File: src/rtl/uart_cmd_decoder.sv
// Hamming(7,4) command-byte decoder driving a registered output enable, with saturating error/overrun counters.
// Define UART_CMD_ACK_EN to build the ACK/NAK reply handshake towards uart_tx and its timeout.
module uart_cmd_decoder #(
    parameter int unsigned TX_TIMEOUT = 48000,
    parameter logic [7:0]  ACK_BYTE   = 8'h3C,
    parameter logic [7:0]  NAK_BYTE   = 8'hC3
) (
    input  logic       clk,
    input  logic       reset,
    input  logic [7:0] data_received,
    input  logic       rx_done,
    input  logic       parity_error,
    input  logic       tx_busy,
    output logic       start_tx,
    output logic [7:0] data_to_tx,
    output logic       out_enable,
    output logic       cmd_strobe,
    output logic [3:0] cmd_code,
    output logic       corrected,
    output logic [7:0] err_count,
    output logic [7:0] ovr_count
);
    localparam logic [2:0] S_IDLE      = 3'd0;
    localparam logic [2:0] S_DECODE    = 3'd1;
    localparam logic [2:0] S_EXEC      = 3'd2;
`ifdef UART_CMD_ACK_EN
    localparam logic [2:0] S_ACK_START = 3'd3;
    localparam logic [2:0] S_ACK_WAIT  = 3'd4;
    localparam int unsigned TW = (TX_TIMEOUT > 1) ? $clog2(TX_TIMEOUT) : 1;
`endif

    localparam logic [3:0] CMD_ON     = 4'h6;
    localparam logic [3:0] CMD_OFF    = 4'hD;
    localparam logic [3:0] CMD_TOGGLE = 4'h9;
    localparam logic [3:0] CMD_PING   = 4'h0;

    logic [2:0] state, state_d;
    logic       rx_q;
    logic       rx_rise;
    logic [7:0] byte_q;
    logic       perr_q;
    logic [2:0] synd_q;
    logic [3:0] nib_q;
    logic [6:0] cw;
    logic [6:0] cw_fix;
    logic [2:0] synd;
    logic [3:0] nib_fix;
    logic       nib_valid;
    logic       reject;
    logic       tmo_fail;
    logic       err_inc;

    assign rx_rise = rx_done & ~rx_q;

    // Syndrome of the latched codeword and the single-bit-corrected data nibble.
    always_comb begin
        cw      = byte_q[6:0];
        synd    = 3'd0;
        synd[0] = cw[0] ^ cw[2] ^ cw[4] ^ cw[6];
        synd[1] = cw[1] ^ cw[2] ^ cw[5] ^ cw[6];
        synd[2] = cw[3] ^ cw[4] ^ cw[5] ^ cw[6];
        cw_fix  = cw ^ 7'((8'd1 << synd) >> 1);
        nib_fix = {cw_fix[6], cw_fix[5], cw_fix[4], cw_fix[2]};
    end

    always_comb begin
        nib_valid = 1'b0;
        case (nib_q)
            CMD_ON, CMD_OFF, CMD_TOGGLE, CMD_PING: nib_valid = 1'b1;
            default:                               nib_valid = 1'b0;
        endcase
        reject = perr_q | ~byte_q[7] | ~nib_valid;
    end

`ifdef UART_CMD_ACK_EN
    logic [TW-1:0] tmo_cnt;
    logic          tmo_hit;

    assign tmo_hit  = (tmo_cnt == TW'(TX_TIMEOUT - 1));
    assign tmo_fail = (state == S_ACK_START) & ~tx_busy & tmo_hit;

    // Reply request: start_tx held until tx_busy is seen or the timeout expires.
    always_ff @(posedge clk or posedge reset) begin
        if (reset) begin
            start_tx   <= 1'b0;
            data_to_tx <= 8'd0;
            tmo_cnt    <= '0;
        end else begin
            start_tx <= 1'b0;
            case (state)
                S_EXEC: begin
                    data_to_tx <= reject ? NAK_BYTE : ACK_BYTE;
                    tmo_cnt    <= '0;
                end
                S_ACK_START: begin
                    if (!tx_busy && !tmo_hit) begin
                        start_tx <= 1'b1;
                        tmo_cnt  <= tmo_cnt + TW'(1);
                    end
                end
                default: ;
            endcase
        end
    end
`else
    logic unused_tx;

    assign tmo_fail   = 1'b0;
    assign start_tx   = 1'b0;
    assign data_to_tx = 8'd0;
    assign unused_tx  = ^{tx_busy, ACK_BYTE, NAK_BYTE, TX_TIMEOUT};
`endif

    assign err_inc = ((state == S_EXEC) & reject) | tmo_fail;

    always_ff @(posedge clk or posedge reset) begin
        if (reset) state <= S_IDLE;
        else       state <= state_d;
    end

    always_comb begin
        state_d = state;
        case (state)
            S_IDLE:      if (rx_rise) state_d = S_DECODE;
            S_DECODE:    state_d = S_EXEC;
`ifdef UART_CMD_ACK_EN
            S_EXEC:      state_d = S_ACK_START;
            S_ACK_START: begin
                if (tx_busy)      state_d = S_ACK_WAIT;
                else if (tmo_hit) state_d = S_IDLE;
            end
            S_ACK_WAIT:  if (!tx_busy) state_d = S_IDLE;
`else
            S_EXEC:      state_d = S_IDLE;
`endif
            default:     state_d = S_IDLE;
        endcase
    end

    // Byte capture, decode pipeline, command execution and counters.
    always_ff @(posedge clk or posedge reset) begin
        if (reset) begin
            rx_q       <= 1'b0;
            byte_q     <= 8'd0;
            perr_q     <= 1'b0;
            synd_q     <= 3'd0;
            nib_q      <= 4'd0;
            out_enable <= 1'b0;
            cmd_strobe <= 1'b0;
            cmd_code   <= 4'd0;
            corrected  <= 1'b0;
            err_count  <= 8'd0;
            ovr_count  <= 8'd0;
        end else begin
            rx_q       <= rx_done;
            cmd_strobe <= 1'b0;
            if (state == S_IDLE && rx_rise) begin
                byte_q <= data_received;
                perr_q <= parity_error;
            end
            if (state == S_DECODE) begin
                synd_q <= synd;
                nib_q  <= nib_fix;
            end
            if (state == S_EXEC && !reject) begin
                cmd_strobe <= 1'b1;
                cmd_code   <= nib_q;
                corrected  <= (synd_q != 3'd0);
                case (nib_q)
                    CMD_ON:     out_enable <= 1'b1;
                    CMD_OFF:    out_enable <= 1'b0;
                    CMD_TOGGLE: out_enable <= ~out_enable;
                    default:    ;
                endcase
            end
            if (err_inc && err_count != 8'hFF)
                err_count <= err_count + 8'd1;
            if (rx_rise && state != S_IDLE && ovr_count != 8'hFF)
                ovr_count <= ovr_count + 8'd1;
        end
    end
endmodule

File: config.mk
export PLATFORM = sky130hd
export DESIGN_NAME = uart_cmd_decoder
export DESIGN_NICKNAME = d
export VERILOG_FILES = /design/src/rtl/uart_cmd_decoder.sv
export SDC_FILE = /design/constraint.sdc
export NUM_CORES = 1
export LEC_CHECK = 0
export BUFFER_PORTS_ARGS = -buffer_cell sky130_fd_sc_hd__buf_2
export CAP_MARGIN = 20
export CORE_MARGIN = 1
export CORE_UTILIZATION = 53
export CTS_CLUSTER_SIZE = 25
export DETAILED_ROUTE_END_ITERATION = 12
export PLACE_DENSITY = 0.78
export SETUP_SLACK_MARGIN = 0.5
export SLEW_MARGIN = 30
export SYNTH_ARGS = -nofsm -noshare
export SYNTH_HDL_FRONTEND = slang
export SYNTH_SLANG_ARGS = --single-unit
export TNS_END_PERCENT = 5
File: constraint.sdc
create_clock -name clk -period 2.27 [get_ports clk]
set_clock_uncertainty 0.05 [all_clocks]
set_input_delay 0.454 -clock clk [delete_from_list [all_inputs] [get_ports clk]]
set_output_delay 0.454 -clock clk [all_outputs]
set_load 0.02 [all_outputs]
# After elaboration in Yosys (flattened, before gate mapping)
# Index checks and enable logic that the tools add are counted.
# totals
register_bits,43
inputBits,13
output_inout_bits,32
# op_classes
add_sub_neg,2
eq_ne,8
shift,1
n_mux,5
n_bitwise,18
reduce_logical,13
# ops
op,count
"8-bit by 1-bit adder with 8-bit output, second input constant",2
"8-bit inequality test, second input constant",2
3-bit nonzero test,3
1-bit XOR,9
"4-bit == test, second input constant",2
"1-bit by 3-bit left shift with 8-bit output, first input constant",1
7-bit XOR,1
3-bit case mux with 2 select lines,1
1-bit logical AND,5
"4-bit by 3-bit == test with 1-bit output, second input constant",1
4-bit zero test,1
1-bit inverter,4
4-bit OR reduction,1
"3-bit by 1-bit == test with 1-bit output, second input constant",1
"3-bit by 2-bit == test with 1-bit output, second input constant",1
3-bit zero test,1
3-bit two-way mux,1
1-bit case mux with 3 select lines,1
1-bit AND,2
1-bit two-way mux,2
"2-bit inequality test, second input constant",1
1-bit bitwise OR,2
2-bit AND reduction,1
1-bit zero test,1

# Logic depth before layout (Yosys ltp)
# Gate-level depths: netlist (run 1).
# logic_depth
ltp_word,8
depth_mapped,7
depth_no_buf,6

# Worst setup path before layout (run 1)
# OpenSTA, ideal clock, no wires.
# synth_path
kind,reg2reg
from,register ovr_count[0]
to,register ovr_count[1]
arrival_time_ns,1.676
required_time_ns,2.095
slack_ns,0.419
path_stages_with_launch,5
synth_period_minus_slack_ns,1.851
path_cell_list,dfrtp_1 ha_1 and3_4 a311oi_4 mux2_2
# synth_via
elab_chain_len,2
# synth_rtl
element,line_no,source
"start, declared",21,output logic [7:0] ovr_count
"start signal, assigned",179,ovr_count <= ovr_count + 8'd1;
branches (longest 2 deep; another with 8-bit by 1-bit adder with 8-bit output),-,
# Several ways; the timed one is not identified.
# A chain may end at the register's enable or synchronous reset.

# Worst setup path in the final report (run 1)
# Ends and elaborated chain as after synthesis.

==> results of run 1 <==
## registers in the layout, summed over array words and instances (netlist names)
register / cells
byte_q: 8
state: 2
synd_q: 3
cmd_code: 4
out_enable: 1
nib_q: 4
rx_q: 1
cmd_strobe: 1
ovr_count: 8
perr_q: 1
corrected: 1
err_count: 8
## per-stage QoR
step                hold WS [ps]  power [mW]
global placement             414        2.08
global route                 229        3.01
detailed placement           430        2.12
CTS                          227        2.86
floorplan                    397        1.89
finish                       216        2.85
## area by class of cell
cell class / count / area, um2 / share of cell area
Clock inverter: 2 / 60.1 / 0.0248
Multi-Input combinational cell: 121 / 906 / 0.375
Clock buffer: 6 / 82.6 / 0.0341
Tap cell: 48 / 60.1 / 0.0248
Timing Repair Buffer: 42 / 230 / 0.0952
Inverter: 6 / 22.5 / 0.00931
Sequential cell: 42 / 1060 / 0.437
## where the power goes
| group | leakage [nW] | internal [mW] | switching (mW) |
|---|---|---|---|
| clock network | 0.0714 | 0.469 | 0.255 |
| registers | 0.510 | 0.949 | 0.226 |
| logic | 0.570 | 0.456 | 0.496 |
| total | 1.15 | 1.87 | 0.977 |
## kinds of logic after synthesis
group | Yosys count | synth area share
simple gates | 52 | 0.137
flops | 42 | 0.520
xor+xnor | 25 | 0.136
compound gates | 22 | 0.0749
buf+inv | 19 | 0.0539
mux | 11 | 0.0632
fa+ha+maj | 2 | 0.0124
other cells | 1 | 0.00186
## layer usage
metal | vias up | GRT usage
li1 | 661 | -
met2 | 30 | 0.295
met4 | 0 | 0.0881
met3 | 5 | 0.0500
met5 | - | 0
met1 | 647 | 0.227
## tightest hold or removal path, stage by stage
cell and delay, ps:
sky130_fd_sc_hd__buf_2 90, sky130_fd_sc_hd__inv_1 40, sky130_fd_sc_hd__buf_4 420
## cell usage in the layout (no fill, tap or decap), drive strengths merged, types with 5 or more instances in the layout
cell    Yosys  final
inv         6      6
conb        1      9
clkbuf      1      6
and3        5      5
xor2        5      5
nand4       7      7
buf        12     42
o21ai      14     14
nand2      17     17
xnor2      19     19
nor2        7      7
dfrtp      42     42
nor3        6      6
mux2       11     11
## path summary, 6_finish.rpt
path,from,endpoint,cells after the start,slack [ps]
worst max-delay path,ovr_count[0],ovr_count[1],5,480
worst min-delay path,reset,err_count[0],3,220
worst max register to register,ovr_count[0],ovr_count[1],5,480
worst min register to register,ovr_count[4],ovr_count[4],1,440
max in group asynchronous,reset,ovr_count[1],3,1570
min in group clk,rx_done,rx_q,1,240
## synth_stat cells (2+ instances only)
| cell | number | share of area |
|---|---|---|
| sky130_fd_sc_hd__buf_2 | 3 | 0.0074 |
| sky130_fd_sc_hd__nor3_1 | 5 | 0.012 |
| sky130_fd_sc_hd__and3_1 | 4 | 0.012 |
| sky130_fd_sc_hd__inv_1 | 6 | 0.011 |
| sky130_fd_sc_hd__xnor2_2 | 3 | 0.024 |
| sky130_fd_sc_hd__dfrtp_1 | 42 | 0.52 |
| sky130_fd_sc_hd__ha_1 | 2 | 0.012 |
| sky130_fd_sc_hd__o31a_1 | 2 | 0.0087 |
| sky130_fd_sc_hd__a21oi_1 | 3 | 0.0074 |
| sky130_fd_sc_hd__nand4_1 | 7 | 0.022 |
| sky130_fd_sc_hd__nor2_1 | 7 | 0.013 |
| sky130_fd_sc_hd__mux2_2 | 10 | 0.056 |
| sky130_fd_sc_hd__nand2_1 | 17 | 0.032 |
| sky130_fd_sc_hd__o21ai_0 | 10 | 0.025 |
| sky130_fd_sc_hd__xor2_1 | 5 | 0.022 |
| sky130_fd_sc_hd__nand3b_1 | 3 | 0.011 |
| sky130_fd_sc_hd__o21ai_1 | 3 | 0.0074 |
| sky130_fd_sc_hd__buf_4 | 9 | 0.033 |
| sky130_fd_sc_hd__xnor2_1 | 15 | 0.065 |
| sky130_fd_sc_hd__nand2b_1 | 3 | 0.0093 |
## what timing repair did
| item | CTS | global route |
|---|---|---|
| cloned | 0 | 0 |
| setup endpoints to repair | 12 | 23 |
| resized for setup | 0 | 3 |
| pin swaps | 0 | 2 |
| buffers inserted | 3 | 3 |
==> metrics list, run 1 <==
- Wire length of the first global-routing pass: 5710 um
* CTS tree: yes
- Crit end category: flip-flop
- Number of I/O pins: 45
- Detailed routing placed a total of around 1600 um of wire on met2.
- The later pin in the worst-skew pair is clocked with a latency of 290 ps.
- Post-synthesis cell type count: 35
* Total gr overflow: 0
* Total cell area at the placement stage: between 2000 and 2500 um2
- Critical path launch point type: flip-flop
- Number of clock buffers inserted by TritonCTS: 5
* Total inserted antenna cells: 0
- Largest stage delay on the critical path: 430 ps
- Number of H-tree levels: 2
- After clock tree synthesis, the clock-pin slew on the worst setup and hold paths is 80 ps.
- Routability congestion estimate from global placement: 0.744
- The run finished with clean final reports.
- The cell count after synthesis came out at 174.
- Final setup fails: 0
- Of the synthesized area, sequential elements account for 0.520.
- Path type of the worst min-delay path: in2async
- Share of the cycle needed by the critical path after routing: 0.789
- The first TritonRoute pass finished after 4 iterations.
* Combined area of all synthesized cells: 2020 um2
- Via count of the first global-routing pass: 1,326
- Die outline area: roughly 4100 um2
- Worst slew margin: 0.661
- Aggregate negative setup slack: 0 ps
- Syn_area_per_cell: 11.6 um2
- Number of placed instances with taps included: 253
- Global Route Usage Sum: 0.183
* Drt initial violations: between 50 and 60
* Layout area overhead: 19.7%
- Final instance area: 2420 um2
* Worst Max-Slew Pin Slew: slightly above 500 ps
- Post-place setup slack: 416 ps
- Vias/cell: between 5 and 6
* Initial Util: 0.552
- Routed length on met3: 120 um
* Number of max-cap violations: 0
* Arrival time reported for the critical path endpoint: between 1500 and 2000 ps
- Uppermost routed layer: met4
* CP Buf/Inv Count: 1
- Synth warnings: 0
- Post-synthesis register bit count: 42
* Clock Sink Count: 42
- Top Family by Delay on Critical Path: flip-flops
* Worst Path Required: 2400 ps
- Horiz. Die Dim: 63.7 um
- I/O Buffers: 34
* Setup slack of the critical path after layout: 479 ps
- In the final routing, the length of wire on met1 measures 1570 um.
* Cells along the critical path: ha_1 > and3_4 > a311oi_4 > buf_4 > mux2_4
- Crit Path Max Fanout: 8
- NumNets Final: 233
- Static power due to leakage: approximately 1.2 nW
- Area inside the core boundary: between 3000 and 4000 um2
- The clock period could shrink to 1790 ps.
- Static timing analysis puts the maximum clock frequency at between 0.5 and 0.6 GHz.
* Final standard cell count with taps included and fillers excluded: between 200 and 300
- RSZ-0062 raised after global routing: yes
- Detailed routing inserted a total of 1,343 vias.
* Largest net degree at the start of global routing: 43
- For this design, the slowest cell found on the critical path is sky130_fd_sc_hd__dfrtp_2.
- Kind of critical path: reg2reg
* Max VDD drop: 0.000654 V
- WL final: 3380 um
* Vertical die dimension: 63.7 um
- In the final layout, the share of cells above drive strength 1 is 0.361.
* Number of antenna violations at the first check in global routing: 0
- The root buffer cell chosen for the clock tree is sky130_fd_sc_hd__clkbuf_8.
* Worst-case clock buffer depth: 2
- In the final routed layout, each cell accounts on average for 12.6 um.
* Async SR Flop Fraction: 1.00
* Sum of net half-perimeters after detailed placement: between 2000 and 2500 um
* Total of hold buffers inserted after clock tree synthesis: 0
- Number of max-slew violations in the final report: 0
- For this design the ratio of total power to cell area is 1180 nW/um2.
* Main synth FF type: sky130_fd_sc_hd__dfrtp_1
- Count of unresolved DRC violations after routing: 0
- The layout has just under 300 filler cells.
* Post-synth EDFFs: 0
- Once detail routing completed, the nets flagged for antenna violations numbered 0.
- Std-Cell Rows: 22
- Final Util: 0.661
- The final count of hold timing violations is 0.
No activity file was read; power rests on OpenSTA's default activity.
==> run 2: changes to the inputs <==
==> constraint.sdc (replaced) <==
create_clock -name clk -period 1.69 [get_ports clk]
set_clock_uncertainty 0.05 [all_clocks]
set_input_delay 0.338 -clock clk [delete_from_list [all_inputs] [get_ports clk]]
set_output_delay 0.338 -clock clk [all_outputs]
set_load 0.02 [all_outputs]
==> metrics list, run 2 (synthesis gave the netlist of run 1 again) <==
- In the final layout, the registers with the most flip-flops are byte_q x8, err_count x8, ovr_count x8.
- The first routing iteration left 82 violations.
- Sum of net half-perimeters after detailed placement: 2540 um
- In this run the power spent charging and discharging nets is 1.46 mW.
- STA classifies the critical path endpoint as a flip-flop.
- Status: finished clean
- Most frequent cells in the layout: 34 x sky130_fd_sc_hd__dfrtp_1, 30 x sky130_fd_sc_hd__buf_6, 17 x sky130_fd_sc_hd__nand2_1
- Setup violations remaining at the end of the flow were counted as 0.
- Final number of hold-violating endpoints: 0
- Worst-case clock buffer depth: 2
- Vertical die dimension: 63.7 um
- Wire length of the first global-routing pass: about 6200 um
- The worst setup path is of the reg2reg kind.
- The filler cells instantiated in the layout total 269.
* Total area of multi-input combinational cells: 957 um2
* Number of max-cap violations: 0
- Share of layout cells above drive strength 1: 0.435
- Via count of the first global-routing pass: 1,402
- The floorplan step defined a die boundary enclosing a little over 4000 um2.
- Of the total power, registers draw 0.363.
* Worst Path Required: 1820 ps
* Crit Path Max Fanout: 8
- Dividing total power by cell area gives a power density of 1520 nW/um2.
- Before antenna repair, the detailed router went through 4 iterations.
* Area inside the core boundary: between 3000 and 4000 um2
- TritonCTS built the clock tree.
* Number of H-tree levels: 2
- WL final: roughly 3800 um
* Max VDD drop: slightly below 0.0009 V
- NumNets Final: approximately 250
- Data arrives at the worst endpoint at ~1800 ps.
* I/O Buffers: 34
- The internal power of the cells totals roughly 2.7 mW.
- In the finished design, the share of the clock period the worst path needs comes to 0.991.
- Of the total power, the share spent switching nets is 0.350.
* Total gr overflow: 0
- The number of antenna diodes in the final layout is 0.
* Critical path launch point type: flip-flop
- The tree built by TritonCTS fans out to 42 sinks.
- Number of I/O pins: between 40 and 50
* Antenna Violating Nets Remaining: 0
- Routability congestion estimate from global placement: 0.737
- Count of unresolved DRC violations after routing: 0
- Clock edge transition at the registers on the reported setup and hold paths: 80 ps
- Detailed-route via count: 1,443
* Static power due to leakage: 1.27 nW
- In this run the horizontal extent of the chip is 63.7 um.
- The share of total power dissipated in the clock network is 0.159.
* Final standard cell count with taps included and fillers excluded: roughly 290
- Number of clock buffers inserted by TritonCTS: 5
- Std-Cell Rows: 22
- Path type of the worst min-delay path: in2async
* Number of max-slew violations in the final report: 0
- For the final routed database, the setup TNS stands at 0 ps.
- Setup repair after global routing could not meet its margin everywhere.
- Layout area overhead: 35.4%
- Clock period minus final worst setup slack: around 1700 ps
- Maximum achievable frequency: 0.597 GHz
* Global Route Usage Sum: 0.204
- In the routed layout, each cell is associated on average with a via count of 5.06.
* Logic gate share of total power: 0.478
* Root cell of the clock tree: sky130_fd_sc_hd__clkbuf_8
- The initial utilization of the core area, before any placement, comes to 0.552.
- Entering global routing, the biggest net connects 43 pins.
* Number of antenna violations at the first check in global routing: 0
- The library cell used most frequently in the layout, excluding fill and tap cells, is sky130_fd_sc_hd__dfrtp_1.
- Footprint of the flip-flops and latches: 1060 um2
- Routed wire per std cell: 13.5 um
- Clock latency on the worst-skew pair: 300 ps
- Number of placed instances with taps included: 273
==> run 2: changes by cell type in the layout (fill, tap and decap cells not counted), moves of 3 or more <==
cell | previous run | this run
sky130_fd_sc_hd__buf_4 | 8 | 16
sky130_fd_sc_hd__dfrtp_1 | 37 | 34
sky130_fd_sc_hd__buf_2 | 34 | 13
sky130_fd_sc_hd__dfrtp_2 | 5 | 8
sky130_fd_sc_hd__o21ai_1 | 3 | 6
sky130_fd_sc_hd__o21ai_0 | 10 | 7
sky130_fd_sc_hd__buf_6 | 0 | 30
==> run 2: metal layers <==
metal,global-route usage,up-vias,wire length [um]
li1,-,704,-
met1,0.219,700,1640
met2,0.366,35,2060
met3,0.0536,4,114
met4,0.102,0,27
met5,0,-,0
==> run 2: per-stage QoR <==
stage / cell area, um2 / hold slack [ps] / setup slack, ps / total power [mW] / utilization
after floorplan: 2100 / 319 / -23.9 / 2.59 / -
after global placement: 2410 / 358 / -15.2 / 3.12 / 0.659
after detailed placement: 2410 / 364 / -38.0 / 3.18 / 0.659
after CTS: 2530 / 40.1 / 12.8 / 3.88 / 0.690
after global routing: 2740 / 64.2 / -49.9 / 4.44 / 0.747
final: 2740 / 39.8 / 15.2 / 4.17 / 0.747
==> run 2: final timing paths <==
path                            from      endpoint  slack, ps  cells after the start
max                         nib_q[1]  err_count[1]         20                      5
max in group asynchronous      reset  ovr_count[3]       1340                      3
max reg2reg                 nib_q[1]  err_count[1]         20                      5
min in group clk             rx_done          rx_q        120                      1
min reg2reg                synd_q[0]     synd_q[0]        460                      2
min                            reset     byte_q[1]         40                      3
==> run 2: critical path, cell delays in order (launching register included) <==
cell and delay, ps:
sky130_fd_sc_hd__dfrtp_1 400, sky130_fd_sc_hd__xor2_1 180, sky130_fd_sc_hd__o31a_1 260, sky130_fd_sc_hd__o31a_1 250
sky130_fd_sc_hd__buf_6 140, sky130_fd_sc_hd__mux2_4 290
==> run 2: power groups by stage <==
stage	logic, mW	registers (mW)	clock network [mW]
after floorplan	0.882	1.71	0
after global placement	1.63	1.48	0
after detailed placement	1.68	1.50	0
after CTS	1.72	1.48	0.681
after global routing	2.17	1.54	0.726
final	1.99	1.51	0.661
==> run 2: layout make-up <==
cell class,count,area share
repair buffers,60,0.199
flip-flops and latches,42,0.388
inverters,6,0.00823
well taps,48,0.0220
multi-input cells,121,0.350
clock buffers,7,0.0316
clock inverters,1,0.00183
==> run 2: timing repair <==
| item | CTS | global route |
|---|---|---|
| endpoints found under the setup margin | 61 | 63 |
| buffers inserted | 2 | 2 |
| resized for setup | 2 | 59 |
| gates cloned | 0 | 0 |
| pin swaps | 0 | 23 |
| hold buffers | 0 | 0 |
